===== src/rtl/wide_divider_arbiter_if.sv =====
// Bus bundle between the requesters, the arbiter and one wide_divider.
//   slave  : arbiter view. It takes requests and divider results, and drives
//            req_ready, the resp_* fields and the div_* operands/start.
//   master : environment view (requesters plus divider), the mirror image.
// ID_WIDTH is derived from NUM_REQ and must not be overridden.
interface wide_divider_arbiter_if #(
  parameter int NUM_REQ        = 4,
  parameter int DIVIDEND_WIDTH = 100,
  parameter int DIVISOR_WIDTH  = 30
);
  localparam int ID_WIDTH = (NUM_REQ > 1) ? $clog2(NUM_REQ) : 1;

  logic [NUM_REQ-1:0]                req_valid;
  logic [NUM_REQ-1:0]                req_ready;
  logic [NUM_REQ*DIVIDEND_WIDTH-1:0] req_dividend;
  logic [NUM_REQ*DIVISOR_WIDTH-1:0]  req_divisor;
  logic                              resp_valid;
  logic [ID_WIDTH-1:0]               resp_id;
  logic [DIVIDEND_WIDTH-1:0]         resp_quotient;
  logic [DIVISOR_WIDTH-1:0]          resp_remainder;
  logic                              resp_div_by_zero;
  logic                              resp_timeout;
  logic                              div_start;
  logic [DIVIDEND_WIDTH-1:0]         div_dividend;
  logic [DIVISOR_WIDTH-1:0]          div_divisor;
  logic                              div_ready;
  logic [DIVIDEND_WIDTH-1:0]         div_quotient;
  logic [DIVISOR_WIDTH-1:0]          div_remainder;
  logic                              div_validout;

  modport slave (
    input  req_valid, req_dividend, req_divisor,
    input  div_ready, div_quotient, div_remainder, div_validout,
    output req_ready,
    output resp_valid, resp_id, resp_quotient, resp_remainder,
    output resp_div_by_zero, resp_timeout,
    output div_start, div_dividend, div_divisor
  );

  modport master (
    output req_valid, req_dividend, req_divisor,
    output div_ready, div_quotient, div_remainder, div_validout,
    input  req_ready,
    input  resp_valid, resp_id, resp_quotient, resp_remainder,
    input  resp_div_by_zero, resp_timeout,
    input  div_start, div_dividend, div_divisor
  );
endinterface


===== src/rtl/wide_divider_arbiter.sv =====
// Shares one wide_divider between NUM_REQ requesters.
// The arbiter grants one requester at a time, round-robin. It short-circuits
// a zero divisor, runs the divider start/validout sequence and returns each
// result tagged with the requester id. A watchdog turns a lost validout into
// a timeout response.
// Ports:
//   clk   : rising-edge clock
//   rst_n : asynchronous active-low reset
//   bus   : wide_divider_arbiter_if.slave. It carries the request side
//           (req_*), the response side (resp_*) and the divider side (div_*).
module wide_divider_arbiter #(
  parameter int NUM_REQ        = 4,
  parameter int DIVIDEND_WIDTH = 100,
  parameter int DIVISOR_WIDTH  = 30,
  parameter int TIMEOUT_CYCLES = DIVIDEND_WIDTH + 8
) (
  input  logic                  clk,
  input  logic                  rst_n,
  wide_divider_arbiter_if.slave bus
);
  localparam int ID_WIDTH  = (NUM_REQ > 1) ? $clog2(NUM_REQ) : 1;
  localparam int CNT_WIDTH = $clog2(TIMEOUT_CYCLES + 1);

  localparam logic [2:0] ST_IDLE  = 3'd0;
  localparam logic [2:0] ST_ISSUE = 3'd1;
  localparam logic [2:0] ST_WAIT  = 3'd2;
  localparam logic [2:0] ST_RESP  = 3'd3;
  localparam logic [2:0] ST_DRAIN = 3'd4;

  logic [2:0]                state_r;
  logic [ID_WIDTH-1:0]       rr_ptr_r;
  logic [ID_WIDTH-1:0]       id_r;
  logic [CNT_WIDTH-1:0]      wd_cnt_r;
  logic                      timeout_pend_r;
  logic                      drain_ok_r;
  logic                      div_start_r;
  logic [DIVIDEND_WIDTH-1:0] div_dividend_r;
  logic [DIVISOR_WIDTH-1:0]  div_divisor_r;
  logic                      resp_valid_r;
  logic [ID_WIDTH-1:0]       resp_id_r;
  logic [DIVIDEND_WIDTH-1:0] resp_quotient_r;
  logic [DIVISOR_WIDTH-1:0]  resp_remainder_r;
  logic                      resp_dbz_r;
  logic                      resp_timeout_r;

  logic                      grant_found_s;
  logic [ID_WIDTH-1:0]       winner_s;
  logic [NUM_REQ-1:0]        req_ready_s;
  logic                      handshake_s;
  logic [DIVIDEND_WIDTH-1:0] sel_dividend_s;
  logic [DIVISOR_WIDTH-1:0]  sel_divisor_s;

  // Round-robin search: first valid requester at or above rr_ptr, wrapping.
  always_comb begin
    grant_found_s = 1'b0;
    winner_s      = '0;
    for (int k = 0; k < NUM_REQ; k++) begin
      if (!grant_found_s && bus.req_valid[(int'(rr_ptr_r) + k) % NUM_REQ]) begin
        grant_found_s = 1'b1;
        winner_s      = ID_WIDTH'((int'(rr_ptr_r) + k) % NUM_REQ);
      end else begin
        grant_found_s = grant_found_s;
      end
    end
  end

  // Accept only when idle and the divider is free. The rst_n term keeps
  // req_ready low while reset is asserted, even though the state is IDLE.
  always_comb begin
    req_ready_s = '0;
    if (rst_n && (state_r == ST_IDLE) && bus.div_ready && grant_found_s) begin
      req_ready_s[winner_s] = 1'b1;
    end else begin
      req_ready_s = '0;
    end
  end

  assign handshake_s    = |req_ready_s;
  assign sel_dividend_s = bus.req_dividend[int'(winner_s)*DIVIDEND_WIDTH +: DIVIDEND_WIDTH];
  assign sel_divisor_s  = bus.req_divisor[int'(winner_s)*DIVISOR_WIDTH +: DIVISOR_WIDTH];

  // Sequencing FSM: grant, issue, wait with watchdog, respond, drain.
  always_ff @(posedge clk or negedge rst_n) begin
    if (!rst_n) begin
      state_r          <= ST_IDLE;
      rr_ptr_r         <= '0;
      id_r             <= '0;
      wd_cnt_r         <= '0;
      timeout_pend_r   <= 1'b0;
      drain_ok_r       <= 1'b0;
      div_start_r      <= 1'b0;
      div_dividend_r   <= '0;
      div_divisor_r    <= '0;
      resp_valid_r     <= 1'b0;
      resp_id_r        <= '0;
      resp_quotient_r  <= '0;
      resp_remainder_r <= '0;
      resp_dbz_r       <= 1'b0;
      resp_timeout_r   <= 1'b0;
    end else begin
      div_start_r  <= 1'b0;
      resp_valid_r <= 1'b0;
      case (state_r)
        ST_IDLE: begin
          if (handshake_s) begin
            id_r     <= winner_s;
            rr_ptr_r <= (winner_s == ID_WIDTH'(NUM_REQ - 1)) ? '0 : winner_s + ID_WIDTH'(1);
            if (sel_divisor_s == '0) begin
              // Zero divisor is answered directly. The divider is left alone.
              state_r          <= ST_RESP;
              timeout_pend_r   <= 1'b0;
              resp_valid_r     <= 1'b1;
              resp_id_r        <= winner_s;
              resp_quotient_r  <= '1;
              resp_remainder_r <= '0;
              resp_dbz_r       <= 1'b1;
              resp_timeout_r   <= 1'b0;
            end else begin
              state_r        <= ST_ISSUE;
              div_start_r    <= 1'b1;
              div_dividend_r <= sel_dividend_s;
              div_divisor_r  <= sel_divisor_s;
            end
          end
        end
        ST_ISSUE: begin
          wd_cnt_r <= '0;
          state_r  <= ST_WAIT;
        end
        ST_WAIT: begin
          if (bus.div_validout) begin
            state_r          <= ST_RESP;
            timeout_pend_r   <= 1'b0;
            resp_valid_r     <= 1'b1;
            resp_id_r        <= id_r;
            resp_quotient_r  <= bus.div_quotient;
            resp_remainder_r <= bus.div_remainder;
            resp_dbz_r       <= 1'b0;
            resp_timeout_r   <= 1'b0;
          end else if (wd_cnt_r == CNT_WIDTH'(TIMEOUT_CYCLES - 1)) begin
            // The divider may still be busy, so DRAIN follows the response.
            state_r          <= ST_RESP;
            timeout_pend_r   <= 1'b1;
            resp_valid_r     <= 1'b1;
            resp_id_r        <= id_r;
            resp_quotient_r  <= '0;
            resp_remainder_r <= '0;
            resp_dbz_r       <= 1'b0;
            resp_timeout_r   <= 1'b1;
          end else begin
            wd_cnt_r <= wd_cnt_r + CNT_WIDTH'(1);
          end
        end
        ST_RESP: begin
          drain_ok_r <= 1'b0;
          state_r    <= timeout_pend_r ? ST_DRAIN : ST_IDLE;
        end
        ST_DRAIN: begin
          if (drain_ok_r) begin
            state_r <= ST_IDLE;
          end else if (bus.div_ready) begin
            drain_ok_r <= 1'b1;
          end else begin
            drain_ok_r <= 1'b0;
          end
        end
        default: begin
          state_r <= ST_IDLE;
        end
      endcase
    end
  end

  assign bus.req_ready        = req_ready_s;
  assign bus.div_start        = div_start_r;
  assign bus.div_dividend     = div_dividend_r;
  assign bus.div_divisor      = div_divisor_r;
  assign bus.resp_valid       = resp_valid_r;
  assign bus.resp_id          = resp_id_r;
  assign bus.resp_quotient    = resp_quotient_r;
  assign bus.resp_remainder   = resp_remainder_r;
  assign bus.resp_div_by_zero = resp_dbz_r;
  assign bus.resp_timeout     = resp_timeout_r;
endmodule


===== src/flat_wrapper.sv =====
// flat-port wrapper written by rule: the top's interface ports become plain ports
module wide_divider_arbiter_flat 
#(
  parameter int NUM_REQ        = 4,
  parameter int DIVIDEND_WIDTH = 100,
  parameter int DIVISOR_WIDTH  = 30,
  parameter int TIMEOUT_CYCLES = DIVIDEND_WIDTH + 8
)
  (clk, rst_n, bus_req_valid, bus_req_dividend, bus_req_divisor, bus_div_ready, bus_div_quotient, bus_div_remainder, bus_div_validout, bus_req_ready, bus_resp_valid, bus_resp_id, bus_resp_quotient, bus_resp_remainder, bus_resp_div_by_zero, bus_resp_timeout, bus_div_start, bus_div_dividend, bus_div_divisor);
  wide_divider_arbiter_if #(.NUM_REQ(NUM_REQ), .DIVIDEND_WIDTH(DIVIDEND_WIDTH), .DIVISOR_WIDTH(DIVISOR_WIDTH)) bus_i ();
  input  logic clk;
  input  logic rst_n;
  input wire logic [$bits(bus_i.req_valid)-1:0] bus_req_valid;
  input wire logic [$bits(bus_i.req_dividend)-1:0] bus_req_dividend;
  input wire logic [$bits(bus_i.req_divisor)-1:0] bus_req_divisor;
  input wire logic [$bits(bus_i.div_ready)-1:0] bus_div_ready;
  input wire logic [$bits(bus_i.div_quotient)-1:0] bus_div_quotient;
  input wire logic [$bits(bus_i.div_remainder)-1:0] bus_div_remainder;
  input wire logic [$bits(bus_i.div_validout)-1:0] bus_div_validout;
  output wire logic [$bits(bus_i.req_ready)-1:0] bus_req_ready;
  output wire logic [$bits(bus_i.resp_valid)-1:0] bus_resp_valid;
  output wire logic [$bits(bus_i.resp_id)-1:0] bus_resp_id;
  output wire logic [$bits(bus_i.resp_quotient)-1:0] bus_resp_quotient;
  output wire logic [$bits(bus_i.resp_remainder)-1:0] bus_resp_remainder;
  output wire logic [$bits(bus_i.resp_div_by_zero)-1:0] bus_resp_div_by_zero;
  output wire logic [$bits(bus_i.resp_timeout)-1:0] bus_resp_timeout;
  output wire logic [$bits(bus_i.div_start)-1:0] bus_div_start;
  output wire logic [$bits(bus_i.div_dividend)-1:0] bus_div_dividend;
  output wire logic [$bits(bus_i.div_divisor)-1:0] bus_div_divisor;
  assign bus_i.req_valid = bus_req_valid;
  assign bus_i.req_dividend = bus_req_dividend;
  assign bus_i.req_divisor = bus_req_divisor;
  assign bus_i.div_ready = bus_div_ready;
  assign bus_i.div_quotient = bus_div_quotient;
  assign bus_i.div_remainder = bus_div_remainder;
  assign bus_i.div_validout = bus_div_validout;
  assign bus_req_ready = bus_i.req_ready;
  assign bus_resp_valid = bus_i.resp_valid;
  assign bus_resp_id = bus_i.resp_id;
  assign bus_resp_quotient = bus_i.resp_quotient;
  assign bus_resp_remainder = bus_i.resp_remainder;
  assign bus_resp_div_by_zero = bus_i.resp_div_by_zero;
  assign bus_resp_timeout = bus_i.resp_timeout;
  assign bus_div_start = bus_i.div_start;
  assign bus_div_dividend = bus_i.div_dividend;
  assign bus_div_divisor = bus_i.div_divisor;
  wide_divider_arbiter #(.NUM_REQ(NUM_REQ), .DIVIDEND_WIDTH(DIVIDEND_WIDTH), .DIVISOR_WIDTH(DIVISOR_WIDTH), .TIMEOUT_CYCLES(TIMEOUT_CYCLES)) u_core (.clk(clk), .rst_n(rst_n), .bus(bus_i));
endmodule

===== config.mk =====
export PLATFORM = sky130hd
export DESIGN_NAME = wide_divider_arbiter_flat
export DESIGN_NICKNAME = d
export VERILOG_FILES = /design/src/rtl/wide_divider_arbiter_if.sv /design/src/rtl/wide_divider_arbiter.sv /design/src/flat_wrapper.sv
export SDC_FILE = /design/constraint.sdc
export NUM_CORES = 1
export LEC_CHECK = 0
export CAP_MARGIN = 20
export CORE_AREA = 2 2 364 366
export CTS_CLUSTER_DIAMETER = 120
export DETAILED_ROUTE_END_ITERATION = 16
export DIE_AREA = 0 0 366 368
export GPL_ROUTABILITY_DRIVEN = 0
export PLACE_DENSITY = 0.36
export SYNTH_ARGS = -nofsm -noshare
export SYNTH_HDL_FRONTEND = slang
export SYNTH_SLANG_ARGS = --single-unit

===== constraint.sdc =====
create_clock -name clk -period 5.7 [get_ports clk]
set_clock_uncertainty 0.2 [all_clocks]
set_input_delay 0.57 -clock clk [delete_from_list [all_inputs] [get_ports clk]]
set_output_delay 0.57 -clock clk [all_outputs]
set_load 0.05 [all_outputs]

==> results list <==
* Category of the worst setup path launch point: input port
* Standard cell with the maximum stage delay on the critical path: sky130_fd_sc_hd__a211oi_1
- Among cell families on the critical path, the largest total delay comes from compound AO/OA/AOI/OAI gates.
* Growth of design area from synthesis to finish: 81.1%
* Critical path arrival: 5030 ps
* Aggregate routed wire length: 104000 um
- The first global-routing pass estimated 144000 um of wire.
- The clock passes through at most 3 buffers.
* Crit Path Max Fanout: between 50 and 60
- Number of antenna violations at the first check in global routing: 35
- Remaining Overflow, GRT: 0
* Minimum setup slack after placement: 430 ps
- Final sum of negative setup slack: 0 ps
- Synth warnings: 0
* Worst-Skew Late Latency: 610 ps
- Synth async-reset ratio: 1.00
- From left edge to right edge, the die measures 366 um.
* Least-Margin Pin Slew: 1080 ps
- Synthesized instance count: 1715
- Top achievable clock speed: approximately 210 MHz
- Number of synthesized register bits: 281
- Number of global-route vias before repair: 17949
- Once layout is complete, the utilization of the core stands at 0.217.
- Total Nets Final: 3228
- Fraction of the yosys area taken by sequential cells: 0.448
- Status: finished, final reports clean
- Total vias in the final route: around 17000
- Of the available clock period, the critical path in the final layout requires 0.833.
- The number of placed instances, taps included, is 4275.
- By instance count, the leading cell after synthesis is sky130_fd_sc_hd__nand2_1.
- Predominant post-synthesis flop cell: sky130_fd_sc_hd__dfrtp_1
- For this design the top-level I/O count stands at 928.
- Clock tree synthesis selected as its root buffer the cell sky130_fd_sc_hd__clkbuf_16.
- Registers take between 0.007 and 0.008 mm2.
* Die Footprint: 0.135 mm2
- The synthesized netlist contains 45 unique library cells.
* Smallest setup slack after layout: 951 ps
- CTS built an H-tree with a depth of 2.
- CTS Buf Count: 41
- Part of the total power dissipated in sequential elements: 0.218
* Post_cts resized: 0
- The filler cells instantiated in the layout total around 14000.
* Setup repair after global routing missed its margin: false
- Clock slew at reported path FFs: around 60 ps
- Buffers inserted to repair hold after CTS numbered 1.
* Number of failing setup endpoints in the final timing report: 0
- Average size of a mapped cell: 9.15 um2
- Number of remaining DRC errors: 0
- Cell Pwr Density: ~590 mW/mm2
- Number of nets in the synthesized netlist: 2378
- HPWL after detailed placement: 80300 um
- Starting Density: 0.120
- Combined area of all synthesized cells: 0.0157 mm2
- Summing all multi-input logic gate instances after layout gives approximately 0.008 mm2.
- The total count of max-transition violations in the final report is 0.
- The critical path is of the input port to flip-flop type.
- Traced cell by cell, the critical path runs through clkdlybuf4s50_1 -> inv_1 -> a21o_1 -> a211oi_4 -> inv_6 -> a211oi_1 -> o22ai_1 -> or4_1 -> nor4_4 -> nor2_4 -> buf_12 -> mux2_4.
- Counting both buffers and inverters, the worst setup path holds a total of 4.
- The tool flagged a number of max-cap violations equal to 0.
- TritonCTS sink count: 281
* Crit. End Element: flip-flop
- Number of nets with antenna violations after routing: 0
- In the final layout, the share of cells above drive strength 1 is 0.101.
- The clock period could shrink to 4750 ps.
* Count of flip-flops with a built-in enable after synthesis: 0
- The worst pin sits at a relative slew slack of 0.281.
- Final cell count without fillers: roughly 4400
- Total internal power: 0.00836 W
- Total core area: around 0.13 mm2
* Combinational share of power: 0.614
* Largest net degree at the start of global routing: 125
- The largest total area in the synthesized netlist belongs to sky130_fd_sc_hd__dfrtp_1.
- Yosys top cell area share: 0.448
* Post-CTS repair timing setup buffer count: 0
- The total count of hold-check failures in the final report was 0.
- Mean number of vias per cell: 3.92
* Count of TritonRoute iterations in the first routing pass: 5
- Port buffering added roughly 930 buffers.
- Yosys attributes the largest share of cell area to sky130_fd_sc_hd__dfrtp_1 45%, sky130_fd_sc_hd__nand2_1 12%, sky130_fd_sc_hd__mux2_4 6.6%, sky130_fd_sc_hd__and3_1 6.2%, sky130_fd_sc_hd__a31oi_1 4.0%.
- For this run, the slowest stage of the critical path takes 630 ps.
* Critical Path RT: about 6000 ps
- Total global-route track usage: 0.148
- VDD sags by at most 0.000323 V.
- After floorplanning, the core was divided into 133 placement rows.
- The analysis attributes to net switching a power of 0.00827 W.
* Most used standard cells in the synthesized netlist: 488 x sky130_fd_sc_hd__nand2_1, 281 x sky130_fd_sc_hd__dfrtp_1, 155 x sky130_fd_sc_hd__and3_1
* Switching power as a share of total power: 0.497
- In this run the static leakage power is 11.5 nW.
- Clock tree from TritonCTS: yes
* Path category of the worst min-delay check: input port to async pin
- Vertical die dimension: 368 um
- The first routing iteration left 1007 violations.
- WL per Instance: 23.8 um
- Proportion of power drawn by the clock network: 0.168
## power by group through the flow
stage	combinational, W	clock [W]	sequential, W
after floorplan	0.00317	0	0.00667
after global placement	0.0103	0	0.00368
after detailed placement	0.0103	0	0.00364
after CTS	0.0104	0.00292	0.00364
after global routing	0.0108	0.00299	0.00375
final	0.0102	0.00280	0.00362
## per-layer routing
metal	vias up	GRT usage	part of all wire
met1	8421	0.189	0.43
met3	117	0.0477	0.077
li1	7844	-	-
met4	16	0.0279	0.018
met5	-	0	0.00086
met2	685	0.246	0.47
## cells by family after synthesis
family	Yosys count	share of synthesized area
DFF	281	0.448
and+or+nand+nor	741	0.212
xor gates and xnor gates	5	0.00279
muxes	104	0.0911
AOI/OAI and AO/OA	412	0.195
adders and majority gates	5	0.00399
buffers and inverters	167	0.0470
## path summary, 6_finish.rpt
check / startpoint / to / slack [ps] / cells past startpoint
setup / recovery: bus_req_valid[3] / u_core.bus.div_dividend[72]$_DFFE_PN0P_ / 950 / 12
hold / removal: rst_n / u_core.bus.resp_quotient[65]$_DFFE_PN0P_ / 250 / 2
setup reg to reg: u_core.rr_ptr_r[0]$_DFFE_PN0P_ / u_core.bus.div_dividend[72]$_DFFE_PN0P_ / 1010 / 11
hold reg to reg: u_core.id_r[1]$_DFFE_PN0P_ / u_core.id_r[1]$_DFFE_PN0P_ / 290 / 2
max in group asynchronous: rst_n / u_core.bus.div_dividend[38]$_DFFE_PN0P_ / 2430 / 5
min in group clk: bus_div_validout / u_core.bus.resp_quotient[82]$_DFFE_PN0P_ / 260 / 3
## layout make-up
class	count	area share
Timing Repair Buffer	968	0.341
Multi-Input combinational cell	1267	0.281
Sequential cell	281	0.248
Tap cell	1755	0.0773
Clock buffer	54	0.0414
Clock inverter	20	0.00995
Inverter	6	0.00132
Antenna cell	9	0.000793
## state kept, by name, indices dropped and copies added, names as in the netlist
signal,count
u_core.bus.div_dividend,100
u_core.bus.resp_quotient,100
u_core.bus.div_divisor,30
u_core.bus.resp_remainder,30
u_core.wd_cnt_r,7
u_core.state_r,3
u_core.bus.resp_id,2
u_core.id_r,2
u_core.rr_ptr_r,2
u_core.bus.div_start,1
u_core.bus.resp_div_by_zero,1
u_core.bus.resp_timeout,1
u_core.bus.resp_valid,1
u_core.drain_ok_r,1
## cell usage in the layout, fill, tap and decap left out, types with 4 or more instances in the layout
cell type and count:
sky130_fd_sc_hd__a211oi_1 53, sky130_fd_sc_hd__a21oi_1 62, sky130_fd_sc_hd__a22o_1 31, sky130_fd_sc_hd__a2bb2oi_1 42, sky130_fd_sc_hd__a2bb2oi_2 30, sky130_fd_sc_hd__a31oi_1 100
sky130_fd_sc_hd__and2_1 5, sky130_fd_sc_hd__and3_1 155, sky130_fd_sc_hd__buf_12 8, sky130_fd_sc_hd__buf_4 33, sky130_fd_sc_hd__bufinv_16 5, sky130_fd_sc_hd__clkbuf_16 41
sky130_fd_sc_hd__clkbuf_8 10, sky130_fd_sc_hd__clkdlybuf4s50_1 923, sky130_fd_sc_hd__clkinv_2 10, sky130_fd_sc_hd__dfrtp_1 281, sky130_fd_sc_hd__diode_2 9, sky130_fd_sc_hd__ha_1 5
sky130_fd_sc_hd__mux2_2 35, sky130_fd_sc_hd__mux2_4 69, sky130_fd_sc_hd__nand2_1 488, sky130_fd_sc_hd__nand2b_1 4, sky130_fd_sc_hd__nand3_1 22, sky130_fd_sc_hd__nor2_1 16
sky130_fd_sc_hd__nor3_1 30, sky130_fd_sc_hd__o21ai_0 43, sky130_fd_sc_hd__o22ai_1 13, sky130_fd_sc_hd__o31ai_1 4, sky130_fd_sc_hd__o41ai_1 24, sky130_fd_sc_hd__or4_1 4
sky130_fd_sc_hd__xor2_1 5
## through the flow
step	total power [W]	instance area [um2]	hold WS [ps]
finish	0.0166	28400	246
global route	0.0175	28400	231
CTS	0.0169	28400	187
detailed placement	0.0140	26900	275
global placement	0.0140	26900	269
floorplan	0.00984	15700	74.4
(Power assumes the default switching activity.)
